### src/rtl/center_scale_mc.sv
// Multi-channel center/scale stage: z = (x - mean[ch]) * inv_std[ch], 3-stage pipeline,
// per-channel runtime coefficients and mode, sticky saturation / bad-channel flags.

module center_scale_mc_coef #(
  parameter int ADC_W     = 21,
  parameter int COEF_W    = 16,
  parameter int COEF_FRAC = 12
) (
  input  logic              clk,
  input  logic              rst_n,
  input  logic              we_i,
  input  logic [ADC_W-1:0]  mean_i,
  input  logic [COEF_W-1:0] inv_i,
  input  logic [1:0]        mode_i,
  output logic [ADC_W-1:0]  mean_o,
  output logic [COEF_W-1:0] inv_o,
  output logic [1:0]        mode_o
);
  localparam logic [COEF_W-1:0] INV_ONE =
    {{(COEF_W-COEF_FRAC-1){1'b0}}, 1'b1, {COEF_FRAC{1'b0}}};

  logic [ADC_W-1:0]  mean_q;
  logic [COEF_W-1:0] inv_q;
  logic [1:0]        mode_q;

  always_ff @(posedge clk or negedge rst_n) begin
    if (!rst_n) begin
      mean_q <= '0;
      inv_q  <= INV_ONE;
      mode_q <= 2'b11;
    end else if (we_i) begin
      mean_q <= mean_i;
      inv_q  <= inv_i;
      mode_q <= mode_i;
    end
  end

  assign mean_o = mean_q;
  assign inv_o  = inv_q;
  assign mode_o = mode_q;
endmodule

module center_scale_mc #(
  parameter int ADC_W     = 21,
  parameter int NCH       = 4,
  parameter int CH_W      = 2,
  parameter int COEF_W    = 16,
  parameter int COEF_FRAC = 12,
  parameter int OUT_W     = 32
) (
  input  logic                    clk,
  input  logic                    GlobalReset,
  input  logic signed [ADC_W-1:0] x_adc,
  input  logic [CH_W-1:0]         ch_i,
  input  logic                    srdyi,
  input  logic                    cfg_we,
  input  logic [CH_W-1:0]         cfg_ch,
  input  logic signed [ADC_W-1:0] cfg_mean,
  input  logic [COEF_W-1:0]       cfg_invstd,
  input  logic [1:0]              cfg_mode,
  input  logic                    sat_clr,
  output logic signed [OUT_W-1:0] x_centScale,
  output logic [CH_W-1:0]         ch_o,
  output logic                    srdyo_o,
  output logic                    sat_o,
  output logic                    err_o
);
  localparam int STAGES = 3;
  localparam int DW = ADC_W + 1;
  localparam int PW = ADC_W + COEF_W + 2;
  localparam int WW = ((PW > OUT_W) ? PW : OUT_W) + 1;
  localparam logic signed [PW-1:0] HALF =
    {{(PW-COEF_FRAC){1'b0}}, 1'b1, {(COEF_FRAC-1){1'b0}}};
  localparam logic signed [WW-1:0] OMAX = {{(WW-OUT_W+1){1'b0}}, {(OUT_W-1){1'b1}}};
  localparam logic signed [WW-1:0] OMIN = {{(WW-OUT_W+1){1'b1}}, {(OUT_W-1){1'b0}}};

  logic [NCH-1:0][ADC_W-1:0]  mean_a;
  logic [NCH-1:0][COEF_W-1:0] inv_a;
  logic [NCH-1:0][1:0]        mode_a;

  logic smp_ok, cfg_ok, smp_vld;
  assign smp_ok  = {{(32-CH_W){1'b0}}, ch_i}   < 32'(NCH);
  assign cfg_ok  = {{(32-CH_W){1'b0}}, cfg_ch} < 32'(NCH);
  assign smp_vld = srdyi && smp_ok;

  for (genvar c = 0; c < NCH; c++) begin : g_ch
    center_scale_mc_coef #(.ADC_W(ADC_W), .COEF_W(COEF_W), .COEF_FRAC(COEF_FRAC)) u_coef (
      .clk    (clk),
      .rst_n  (GlobalReset),
      .we_i   (cfg_we && (cfg_ch == CH_W'(c))),
      .mean_i (cfg_mean),
      .inv_i  (cfg_invstd),
      .mode_i (cfg_mode),
      .mean_o (mean_a[c]),
      .inv_o  (inv_a[c]),
      .mode_o (mode_a[c])
    );
  end

  logic [ADC_W-1:0]  sel_mean;
  logic [COEF_W-1:0] sel_inv;
  logic [1:0]        sel_mode;

  always_comb begin
    sel_mean = '0;
    sel_inv  = '0;
    sel_mode = '0;
    for (int c = 0; c < NCH; c++) begin
      if (ch_i == CH_W'(c)) begin
        sel_mean = mean_a[c];
        sel_inv  = inv_a[c];
        sel_mode = mode_a[c];
      end
    end
  end

  logic [STAGES:1]          vld_q;
  logic signed [DW-1:0]     d1_d, d1_q;
  logic [COEF_W-1:0]        inv1_q;
  logic                     scl1_q;
  logic [CH_W-1:0]          ch1_q, ch2_q, cho_q;
  logic signed [PW-1:0]     p2_d, p2_q, r3;
  logic signed [COEF_W:0]   inv1_s;
  logic signed [WW-1:0]     rw;
  logic                     clamp_hi, clamp_lo;
  logic signed [OUT_W-1:0]  out_d, out_q;
  logic                     sat_d, sat_q, err_d, err_q;

  // mode[0] selects centering, mode[1] selects scaling
  assign d1_d = sel_mode[0] ? (DW'(x_adc) - DW'($signed(sel_mean))) : DW'(x_adc);

  // unscaled modes use a unit multiplier so stage 3 rounding is shared
  assign inv1_s = $signed({1'b0, inv1_q});
  assign p2_d   = scl1_q ? (PW'(d1_q) * PW'(inv1_s)) : (PW'(d1_q) <<< COEF_FRAC);

  assign r3       = (p2_q + HALF) >>> COEF_FRAC;
  assign rw       = WW'(r3);
  assign clamp_hi = rw > OMAX;
  assign clamp_lo = rw < OMIN;
  assign out_d    = clamp_hi ? OMAX[OUT_W-1:0] : clamp_lo ? OMIN[OUT_W-1:0] : rw[OUT_W-1:0];

  assign sat_d = (sat_q && !sat_clr) || (vld_q[2] && (clamp_hi || clamp_lo));
  assign err_d = (err_q && !sat_clr) || (srdyi && !smp_ok) || (cfg_we && !cfg_ok);

  always_ff @(posedge clk or negedge GlobalReset) begin
    if (!GlobalReset) begin
      vld_q  <= '0;
      d1_q   <= '0;
      inv1_q <= '0;
      scl1_q <= 1'b0;
      ch1_q  <= '0;
      p2_q   <= '0;
      ch2_q  <= '0;
      out_q  <= '0;
      cho_q  <= '0;
      sat_q  <= 1'b0;
      err_q  <= 1'b0;
    end else begin
      vld_q <= {vld_q[STAGES-1:1], smp_vld};
      if (smp_vld) begin
        d1_q   <= d1_d;
        inv1_q <= sel_inv;
        scl1_q <= sel_mode[1];
        ch1_q  <= ch_i;
      end
      if (vld_q[1]) begin
        p2_q  <= p2_d;
        ch2_q <= ch1_q;
      end
      if (vld_q[2]) begin
        out_q <= out_d;
        cho_q <= ch2_q;
      end
      sat_q <= sat_d;
      err_q <= err_d;
    end
  end

  assign x_centScale = out_q;
  assign ch_o        = cho_q;
  assign srdyo_o     = vld_q[STAGES];
  assign sat_o       = sat_q;
  assign err_o       = err_q;
endmodule

### config.mk
export PLATFORM = sky130hd
export DESIGN_NAME = center_scale_mc
export DESIGN_NICKNAME = d
export VERILOG_FILES = /design/src/rtl/center_scale_mc.sv
export SDC_FILE = /design/constraint.sdc
export NUM_CORES = 1
export LEC_CHECK = 0
export BUFFER_PORTS_ARGS = -buffer_cell sky130_fd_sc_hd__clkbuf_2
export CORE_ASPECT_RATIO = 1.25
export CORE_MARGIN = 2
export CORE_UTILIZATION = 40
export CTS_BUF_LIST = sky130_fd_sc_hd__clkbuf_16
export CTS_CLUSTER_DIAMETER = 150
export DETAILED_ROUTE_END_ITERATION = 10
export HOLD_SLACK_MARGIN = 0.15
export PLACE_DENSITY_LB_ADDON = 0.2
export SYNTH_ARGS = -nofsm -noshare
export SYNTH_HDL_FRONTEND = slang
export SYNTH_HIERARCHICAL = 1
export SYNTH_SLANG_ARGS = --single-unit
export TNS_END_PERCENT = 30
### constraint.sdc
create_clock -name clk -period 6 [get_ports clk]
set_input_delay 0.3 -clock clk [delete_from_list [all_inputs] [get_ports clk]]
set_output_delay 0.3 -clock clk [all_outputs]
set_load 0.03 [all_outputs]
==> results.txt <==
outcome - finished, violations left
failing checks - negative setup slack
initial antenna violation count - 0
WL/cell - 17.4 um
DRC viols - 0
hold path start - x_adc[7]
Post-synth top flop - dfrtp_1
total vias in the final route - 17700
fin nets - 3265
CP max FO - 7
CP startpoint - inv1_q[6]
Post-synth ARST share - 100%
CP Buf/Inv Count - 5
Post-synth EDFFs - 0
Detailed Route WL - 62400 um
remaining antenna violation count after routing - 0
Slew HR - 36.3%
final setup violation count - 4
Die Wd - 229 um
WP depth - 23
crit-path cells - buf_12 -> and2_1 -> fa_1 -> inv_1 -> fa_1 -> fa_1 -> inv_1 -> fa_1 -> fa_1 -> inv_1 -> fa_1 -> inv_1 -> ha_4 -> a21o_1 -> a21oi_2 -> o21bai_4 -> nor2_4 -> and3_4 -> o21ai_2 -> a31o_1 -> a211o_1 -> nand4_1 -> a31oi_1
Max Cap Viol - 0
Syn Area/Cell - 10.5 um2
Synth Warn # - 6
# fillers - 5864
post-route setup slack - -60.4 ps
vias in the first global route - 19600
number of diodes - 0
Final Hold Viols - 0
die height - 286 um
crit end category - flop
Worst Hold Depth - 3
clk_lat worst skew - 590 ps
Reg2Reg Depth - 23
1st-iter DRT viols - 744
cts bufs inserted - 30
Worst EP required - 6450 ps
vias per inst - 4.93
Distinct cells, synth - 64
#FFs+latches synth - 262
clk buf depth - 3
Hold Path Class - input pin to flop
GRT Overall Usage - 19.5%
core box area - 62900 um2
critical path's top delay family - adder cells
WP data arrival - 6510 ps
RSZ-0062 raised after global routing - yes
synthesized area - 25400 um2
WS Path Type - flop to flop
CTS tree - yes
total clock sinks - 262
Reg clk slew, reported paths - 60 ps
Final Cycle Share - 101%
grt total ovfl - 0
post-route cell area - 30300 um2
actual slew at the worst max-slew pin - 956 ps
Starting Density - 40.3%
CP Launch Type - flop
share of cells above drive strength 1 - 26.7%
FP Rows - 103
H-Tree Depth - 1
detailed-router iteration count before antenna repair - 5
Buffers on Ports - 105
sequential-to-total area share from yosys stat - 25.9%
Synthesized Nets - 2954
r2r startpoint - inv1_q[6]
area added between synthesis and finish - 19.3%
Worst path slowest cell - fa_1
highest clock rate - 165 MHz
number of I/O pins - 106
HPWL after DPL - 48600 um
full die area - 65400 um2
Syn Inst Count - 2420
slowest stage delay, CP - 540 ps
root buffer cell - clkbuf_16
Final Max Tran Viols - 0
clock skew - 25.2 ps
Tmin final - 6060 ps
final core utilization - 48.1%
CP dominant cell by count - fa_1
pin count of the biggest net entering global routing - 146
placer congestion estimate - 0.851
placed cell area - 27900 um2
first-pass GRT wire length - 103000 um
[metrics by stage]
stage	std cells	setup TNS, ps	setup slack (ps)	hold slack [ps]
finish	3595	-158	-60.4	169
floorplan	2420	0	0.580	4.41
CTS	3590	-83.6	-83.6	152
global placement	3429	-4080	-382	454
detailed placement	3429	-5280	-472	468
global route	3595	-2120	-296	190
[path summary, 6_finish.rpt]
| path | to | slack, ps |
|---|---|---|
| hold / removal | d1_q[7] | 170 |
| setup reg to reg | p2_q[35] | -60 |
| max in group asynchronous | d1_q[17] | 4140 |
| min in group asynchronous | x_centScale[1] | 440 |
| hold reg to reg | x_centScale[31] | 470 |
| setup / recovery | p2_q[35] | -60 |
[state kept, by name, summed over array words and instances, names as in the netlist]
name and cells:
vld_q 3, ch2_q 2, err_o 1, inv1_q 16, d1_q 22, scl1_q 1, ch_o 2, g_ch.u_coef/mode_o 8
g_ch.u_coef/inv_o 64, x_centScale 28, ch1_q 2, sat_o 1, p2_q 28, g_ch.u_coef/mean_o 84
[final cells by class]
| type | instances | area, um2 | area share [%] |
|---|---|---|---|
| Clock buffer | 31 | 776 | 2.56 |
| Sequential cell | 262 | 6610 | 21.8 |
| Inverter | 467 | 1750 | 5.79 |
| Timing Repair Buffer | 399 | 3040 | 10.0 |
| Tap cell | 840 | 1050 | 3.47 |
| Multi-Input combinational cell | 1571 | 16800 | 55.7 |
| Clock inverter | 25 | 193 | 0.637 |
[Yosys cell counts, drive strengths merged (4+ instances only)]
master  instances  share of area (%)
nor3           11               0.22
o211ai          5               0.15
nand4          11               0.27
a21oi          96                1.9
a31oi          14               0.35
o21a           11               0.33
xor2           23               0.79
nand2         250                3.7
clkbuf         88                1.3
buf            32               0.98
and2          138                3.4
nor2b          13               0.32
mux4           39                3.5
a21o           22               0.65
dfrtp         250                 25
mux2          182                8.7
nand3b          4               0.12
nor2          100                1.5
ha            117                5.8
xnor2          44                1.5
dfstp          12                1.2
mux2i          33                1.3
and3           17               0.42
inv           467                6.9
fa            348                 27
a211o           6               0.21
o21ai          26               0.53
nor4            4              0.099
nand3          11               0.22
o221ai          5               0.20
[tightest hold or removal path, stage by stage]
cell and delay, ps:
clkbuf_2 110, mux2i_1 100, a21oi_1 180
[per-layer routing]
layer,global-route usage (%),share of wire (%),vias to the layer above
met5,0,0,-
met4,4.12,2.1,0
met3,1.86,3.3,86
met2,34.7,50,355
met1,25.9,45,9067
li1,-,-,8205
[cells in the final DEF (no fill, tap or decap), types with 22 or more instances in the layout]
cell type / Yosys / final
inv_1: 465 / 457
fa_1: 348 / 338
nand2_1: 250 / 245
dfrtp_1: 250 / 222
buf_4: 12 / 214
mux2_2: 142 / 142
and2_1: 138 / 136
clkbuf_2: 0 / 103
ha_1: 117 / 102
nor2_1: 100 / 94
a21oi_1: 95 / 87
dlygate4sd3_1: 0 / 58
xnor2_1: 44 / 44
mux2_4: 40 / 40
mux4_2: 39 / 39
mux2i_1: 33 / 33
clkbuf_16: 0 / 31
dfrtp_2: 0 / 27
xor2_1: 23 / 23
a21o_1: 22 / 22
[cells by family after synthesis]
logic type / count (synthesis) / share of synthesized area [%]
XOR/XNOR: 67 / 2.31
AO/OA/AOI/OAI: 211 / 5.22
multiplexers: 254 / 13.4
AND/OR/NAND/NOR: 574 / 10.7
buffers and inverters: 587 / 9.20
flip-flops: 262 / 25.9
adder cells (fa/ha/maj): 465 / 33.2
[timing repair]
item                                    4_1_cts  5_1_grt
endpoints found under the hold margin       292        0
setup buffers                                47        6
endpoints found under the setup margin       19       18
pin swaps                                    63       36
hold buffers                                 58        0
resized for setup                            81       36
Power is not shown: default switching activity piles up to over one toggle a cycle in this logic, so the estimate is an artifact.
